$ cat src/rtl/lzs_decode_parse.sv
// lzs_decode_parse -- LZS bitstream parser (decompressor front end).
// Pops 16-bit words from a FWFT FIFO into a 32-bit left-aligned bit buffer
// and splits the MSB-first stream into literal and match tokens.
// Ports:
//   clk, rst        clock, synchronous active-high reset
//   ce              clock enable, freezes everything when low
//   fi, src_empty   FIFO head word (bit 15 first) and empty flag
//   src_getn        active-low pop, word on fi consumed this cycle
//   fo_full         downstream full, holds token emission
//   tok_*_o         token strobe/type/literal/offset/length
//   done_o          one-cycle pulse after an end marker
//   err_o           sticky decode error
module lzs_decode_parse #(
  parameter int LEN_WIDTH = 12
) (
  input  logic                 clk,
  input  logic                 rst,
  input  logic                 ce,
  input  logic [15:0]          fi,
  input  logic                 src_empty,
  output logic                 src_getn,
  input  logic                 fo_full,
  output logic                 tok_valid_o,
  output logic                 tok_type_o,
  output logic [7:0]           tok_lit_o,
  output logic [10:0]          tok_off_o,
  output logic [LEN_WIDTH-1:0] tok_len_o,
  output logic                 done_o,
  output logic                 err_o
);
  localparam int EW = LEN_WIDTH + 1;

  typedef enum logic [2:0] {
    S_HDR, S_LIT, S_SHORT, S_LONG, S_LEN, S_EXT, S_END, S_ERR
  } state_t;

  state_t               state, nxt;
  logic [31:0]          bbuf, bbuf_d;
  logic [5:0]           cnt, cnt_d, rem;
  logic [3:0]           used;
  logic [10:0]          off_q, off_d;
  logic [LEN_WIDTH-1:0] len_q, len_d;
  logic [EW-1:0]        ext_sum;
  logic                 emit, set_err, fin, load;

  // Extra top bit of the sum flags a length past the output width.
  assign ext_sum = {1'b0, len_q} + EW'(bbuf[31:28]);

  assign load = ce && !rst && (cnt <= 6'd16) && !src_empty &&
                (state != S_END) && (state != S_ERR);
  assign src_getn = ~load;

  always_comb begin
    nxt     = state;
    used    = 4'd0;
    emit    = 1'b0;
    set_err = 1'b0;
    fin     = 1'b0;
    off_d   = off_q;
    len_d   = len_q;
    case (state)
      S_HDR: if (cnt >= 6'd1) begin
        if (!bbuf[31]) begin
          used = 4'd1;
          nxt  = S_LIT;
        end else if (cnt >= 6'd2) begin
          used = 4'd2;
          nxt  = bbuf[30] ? S_SHORT : S_LONG;
        end
      end
      S_LIT: if (cnt >= 6'd8 && !fo_full) begin
        used = 4'd8;
        emit = 1'b1;
        nxt  = S_HDR;
      end
      S_SHORT: if (cnt >= 6'd7) begin
        used = 4'd7;
        if (bbuf[31:25] == 7'd0) nxt = S_END;
        else begin
          off_d = {4'd0, bbuf[31:25]};
          nxt   = S_LEN;
        end
      end
      S_LONG: if (cnt >= 6'd11) begin
        used = 4'd11;
        if (bbuf[31:21] == 11'd0) begin
          set_err = 1'b1;
          nxt     = S_ERR;
        end else begin
          off_d = bbuf[31:21];
          nxt   = S_LEN;
        end
      end
      S_LEN: if (cnt >= 6'd2) begin
        if (bbuf[31:30] != 2'b11) begin
          if (!fo_full) begin
            used  = 4'd2;
            len_d = LEN_WIDTH'(2) + LEN_WIDTH'(bbuf[31:30]);
            emit  = 1'b1;
            nxt   = S_HDR;
          end
        end else if (cnt >= 6'd4) begin
          if (bbuf[29:28] == 2'b11) begin
            // 1111 never emits, so it proceeds regardless of fo_full
            used  = 4'd4;
            len_d = LEN_WIDTH'(8);
            nxt   = S_EXT;
          end else if (!fo_full) begin
            used  = 4'd4;
            len_d = LEN_WIDTH'(5) + LEN_WIDTH'(bbuf[29:28]);
            emit  = 1'b1;
            nxt   = S_HDR;
          end
        end
      end
      S_EXT: if (cnt >= 6'd4) begin
        if (ext_sum[LEN_WIDTH]) begin
          set_err = 1'b1;
          nxt     = S_ERR;
        end else if (bbuf[31:28] == 4'hf) begin
          used  = 4'd4;
          len_d = ext_sum[LEN_WIDTH-1:0];
        end else if (!fo_full) begin
          used  = 4'd4;
          len_d = ext_sum[LEN_WIDTH-1:0];
          emit  = 1'b1;
          nxt   = S_HDR;
        end
      end
      S_END: begin
        fin = 1'b1;
        nxt = S_HDR;
      end
      default: ;
    endcase

    // Words always arrive in 16-bit units, so cnt[3:0] is the unread tail
    // of the current word; at end of stream that tail is pad and is dropped.
    rem = cnt - {2'd0, used};
    if (fin) begin
      bbuf_d = bbuf << cnt[3:0];
      cnt_d  = {cnt[5:4], 4'd0};
    end else begin
      bbuf_d = (bbuf << used) | (load ? ({fi, 16'd0} >> rem) : 32'd0);
      cnt_d  = rem + (load ? 6'd16 : 6'd0);
    end
  end

  always_ff @(posedge clk) begin
    if (rst) begin
      state       <= S_HDR;
      bbuf        <= '0;
      cnt         <= '0;
      off_q       <= '0;
      len_q       <= '0;
      tok_valid_o <= 1'b0;
      tok_type_o  <= 1'b0;
      tok_lit_o   <= '0;
      tok_off_o   <= '0;
      tok_len_o   <= '0;
      done_o      <= 1'b0;
      err_o       <= 1'b0;
    end else if (ce) begin
      state       <= nxt;
      bbuf        <= bbuf_d;
      cnt         <= cnt_d;
      off_q       <= off_d;
      len_q       <= len_d;
      tok_valid_o <= emit;
      done_o      <= fin;
      if (set_err) err_o <= 1'b1;
      if (emit) begin
        tok_type_o <= (state != S_LIT);
        if (state == S_LIT) tok_lit_o <= bbuf[31:24];
        else begin
          tok_off_o <= off_q;
          tok_len_o <= len_d;
        end
      end
    end
  end
endmodule

$ cat config.mk
export PLATFORM = sky130hd
export DESIGN_NAME = lzs_decode_parse
export DESIGN_NICKNAME = d
export VERILOG_FILES = /design/src/rtl/lzs_decode_parse.sv
export SDC_FILE = /design/constraint.sdc
export NUM_CORES = 1
export LEC_CHECK = 0
export CAP_MARGIN = 15
export CORE_ASPECT_RATIO = 0.5
export CORE_MARGIN = 2
export CORE_UTILIZATION = 61
export DETAILED_ROUTE_END_ITERATION = 7
export PLACE_DENSITY = 0.82
export SLEW_MARGIN = 20
export SYNTH_ARGS = -nofsm -noshare
export SYNTH_HDL_FRONTEND = slang
export SYNTH_SLANG_ARGS = --single-unit
$ cat constraint.sdc
create_clock -name clk -period 5.25 [get_ports clk]
set_input_delay 0.7875 -clock clk [delete_from_list [all_inputs] [get_ports clk]]
set_output_delay 0.7875 -clock clk [all_outputs]
set_load 0.005 [all_outputs]
==> qor.yml <==
logic_synthesis:
  synth.distinct_cells: 88
  seq_area_frac_synth_pct: 22.0
  async_flop_share_pct: 0
  synth_edf_count: 0
  syn_area_per_cell_um2: 7.92
  yosysWarningCount: 0
  ys_seq_elements: 99
  synth_flop_cell: "dfxtp_1"
  syn-cell-area_mm2: 0.00901
  syn-num-nets: 1171
  syn_inst: 1138
power:
  seq_power_share_pct: 17.6
  clockPowerShare_pct: 11.9
  p_leak_uw: 0.00338
  netSwitchingFraction_pct: 53.2
  p_total_uw: 5950
  intPower_uw: 2790
  ir_drop_v: 0.000545
  p_per_area_mw_per_mm2: 599
  p_comb_share_pct: 70.5
  p_sw_uw: 3170
sta:
  clock_skew_ns: 0.0166
  finalHoldViolCount: 0
  rsz0062_at_grt: "false"
  whs_ns: 0.457
  drv_slew: 0
  period_share_pct: 89.6
  finalSetupViolCount: 0
  fmax_mhz: 213
  tightestPinTransition_ns: 0.976
  tns_ns: 0
  maxSlewHeadroom_pct: 34.8
  post-route-min-period_ns: 4.71
floorplanning:
  die-area_mm2: 0.0158
  coreArea_mm2: 0.0145
  initial_utilization_pct: 62.3
  ios: 57
  die_w_um: 176
  die_h_um: 90.0
  rows: 31
cts:
  cts_root_buf: "clkbuf_16"
  hold_buffers: 0
  cts_setup_buffers: 0
  cts.path.max_buffers: 2
  cts_tree: "done"
  postCtsResizedCells: 0
  clk_latency_ns: 0.37
  clkSlewWorstSetupHoldPaths_ns: 0.08
  h-tree-depth: 3
  cts_made_buffers: 9
  cts_sinks: 99
critical_path:
  r2r_cells: 18
  reg2reg_slack_ns: 0.54
  crit_fanout: 15
  cp.required_ns: 5.55
  arrival_ns: 5.00
  rr_startpoint: "bbuf[28]$_SDFFE_PP0P_"
  critPathCaptureType: "register"
  r2r_end: "bbuf[31]$_SDFFE_PP0P_"
  critPathKind: "register to register"
  start_kind: "register"
global_routing:
  grt_pass1_vias: 8822
  grt_pass1_wl_mm: 49.3
  grt_max_degree: 71
  grtUsageTotal_pct: 39.8
  antenna_found_initial: 0
  grt-ovfl-total: 0
route:
  via_per_inst: 7.09
  wire_per_inst_um: 23.5
  drc: 0
  dr.pass1.iters: 5
  route.vias.total: 9502
  drt_iter0_drc: 1504
  ant_nets: 0
  wl_mm: 31.5
cells_and_area:
  drive_above_1_share_pct: 12.7
  area_growth_pct: 10.3
  diodes: 0
  fin_area_mm2: 0.00994
  nNetsFinal: 1170
  fin_cells: 1340
worst_hold_path:
  holdPathStages: 2
  worst_hold_path.endpoint: "tok_off_o[3]$_SDFFE_PP0P_"
  hp-class: "register to register"
  hp-start: "tok_off_o[3]$_SDFFE_PP0P_"
place:
  hpwlAfterDp_mm: 22.6
  placed_area_mm2: 0.00962
  io_buffers: 56
  gp_congestion: 1.13
  post-place-cells: 1323
run:
  cap_violations: 0
run_status:
  status: "complete, no violations"
-- layer usage --
| layer | wire, um | global-route usage (%) | share of wire (%) |
|---|---|---|---|
| met2 | 13400 | 59.4 | 42 |
| met1 | 13000 | 55.7 | 41 |
| met3 | 4130 | 10.7 | 13 |
| met5 | 0 | 0 | 0 |
| met4 | 990 | 13.4 | 3.1 |
-- cells in the final DEF, fill, tap and decap left out, drive strengths merged, types with 10 or more instances in the layout --
cell / netlist / layout
dfxtp: 99 / 99
nand3: 29 / 29
a31oi: 14 / 14
o21ai: 62 / 62
inv: 22 / 25
mux2: 24 / 24
clkdlybuf4s50: 0 / 55
o2bb2ai: 15 / 15
nand2: 136 / 136
nor2: 122 / 122
o22ai: 16 / 16
a21oi: 113 / 113
a22oi: 21 / 21
ha: 10 / 10
nand2b: 12 / 12
nor3: 20 / 20
buf: 35 / 38
mux4: 35 / 35
mux2i: 97 / 97
a211oi: 31 / 31
-- flip-flops by register name (all words and copies together), names as in the netlist, 3 cells and up --
| register | cells |
|---|---|
| tok_off_o | 11 |
| off_q | 11 |
| len_q | 12 |
| tok_len_o | 12 |
| cnt | 6 |
| state | 3 |
| tok_lit_o | 8 |
| bbuf | 32 |
-- logic make-up after synthesis --
group           after synthesis  share of synthesized area, %
compound gates              367                          27.8
xor+xnor                      9                         0.875
mux                         156                          22.6
buf+inv                     129                          6.48
simple gates                366                          18.5
flops                        99                          22.0
fa+ha+maj                    12                          1.83
-- cells in the mapped netlist (all sizes together), types with 5 or more instances --
library cell | number | share of area, %
nand2b | 12 | 0.83
o21bai | 5 | 0.42
a221oi | 7 | 0.82
o31ai | 9 | 0.86
a311oi | 8 | 0.78
a2111oi | 6 | 0.86
nand2 | 136 | 5.7
a211o | 5 | 0.50
o2bb2ai | 15 | 1.5
dfxtp | 99 | 22
o211ai | 6 | 0.61
or3 | 6 | 0.42
nor3 | 20 | 1.5
nand4 | 5 | 0.35
a31oi | 14 | 0.97
o21ai | 62 | 3.4
ha | 10 | 1.4
a22oi | 21 | 1.7
buf | 35 | 2.5
inv | 22 | 0.94
nand3 | 29 | 1.7
mux2 | 24 | 3.0
mux2i | 97 | 11
nor2b | 5 | 0.35
a211oi | 31 | 2.6
clkbuf | 70 | 2.9
a21oi | 113 | 6.4
mux4 | 35 | 8.7
nor2 | 122 | 5.3
xnor2 | 5 | 0.49
a22o | 6 | 0.58
and3 | 9 | 0.62
a21o | 5 | 0.42
o32ai | 7 | 0.89
o221a | 5 | 0.62
o22ai | 16 | 1.1
-- how the worst max path moves through the flow --
| stage | from | to | slack, ns | depth (start not counted) |
|---|---|---|---|---|
| floorplan | bbuf[29]$_SDFFE_PP0P_ | bbuf[31]$_SDFFE_PP0P_ | 1.10 | 17 |
| global placement | fo_full | bbuf[31]$_SDFFE_PP0P_ | 0.72 | 16 |
| detailed placement | fo_full | bbuf[31]$_SDFFE_PP0P_ | 0.60 | 16 |
| CTS | bbuf[28]$_SDFFE_PP0P_ | bbuf[31]$_SDFFE_PP0P_ | 0.66 | 18 |
| global route | bbuf[28]$_SDFFE_PP0P_ | bbuf[31]$_SDFFE_PP0P_ | 0.35 | 18 |
| finish | bbuf[28]$_SDFFE_PP0P_ | bbuf[31]$_SDFFE_PP0P_ | 0.54 | 18 |
-- stage by stage --
stage	utilization, %	setup slack, ns
5_1_grt	68.7	0.353
4_1_cts	68.7	0.662
2_1_floorplan	-	1.10
3_5_place_dp	66.5	0.597
3_3_place_gp	66.5	0.720
6_report	68.7	0.544
-- power by group through the flow --
stage / Combinational (uW) / Clock, uW / Sequential, uW
after floorplan: 3170 / 0 / 915
after global placement: 4010 / 0 / 1050
after detailed placement: 4040 / 0 / 1050
after CTS: 4060 / 707 / 1030
after global routing: 4470 / 731 / 1060
final: 4200 / 707 / 1050
-- cell type report --
| type | instances | area [um2] |
|---|---|---|
| Timing Repair Buffer | 93 | 837 |
| Fill cell | 1215 | 4520 |
| Multi-Input combinational cell | 910 | 6460 |
| Clock inverter | 7 | 91.3 |
| Clock buffer | 9 | 225 |
| Tap cell | 198 | 248 |
| Inverter | 24 | 92.6 |
| Sequential cell | 99 | 1990 |
-- worst max-delay path: stages (launching register included) --
cell and delay [ns]:
dfxtp_1 0.66, ha_1 0.26, inv_1 0.06, fa_1 0.41, nand2b_1 0.20, a21o_1 0.20, o211ai_2 0.40, nand2_2 0.12
inv_2 0.09, ha_1 0.21, o21ai_0 0.12, a21oi_1 0.18, o31a_1 0.14, buf_4 0.23, nand2_1 0.09, buf_4 0.19
or4_1 0.60, a311oi_1 0.33, o2bb2ai_1 0.14
Power figures use the tool's default switching activity.
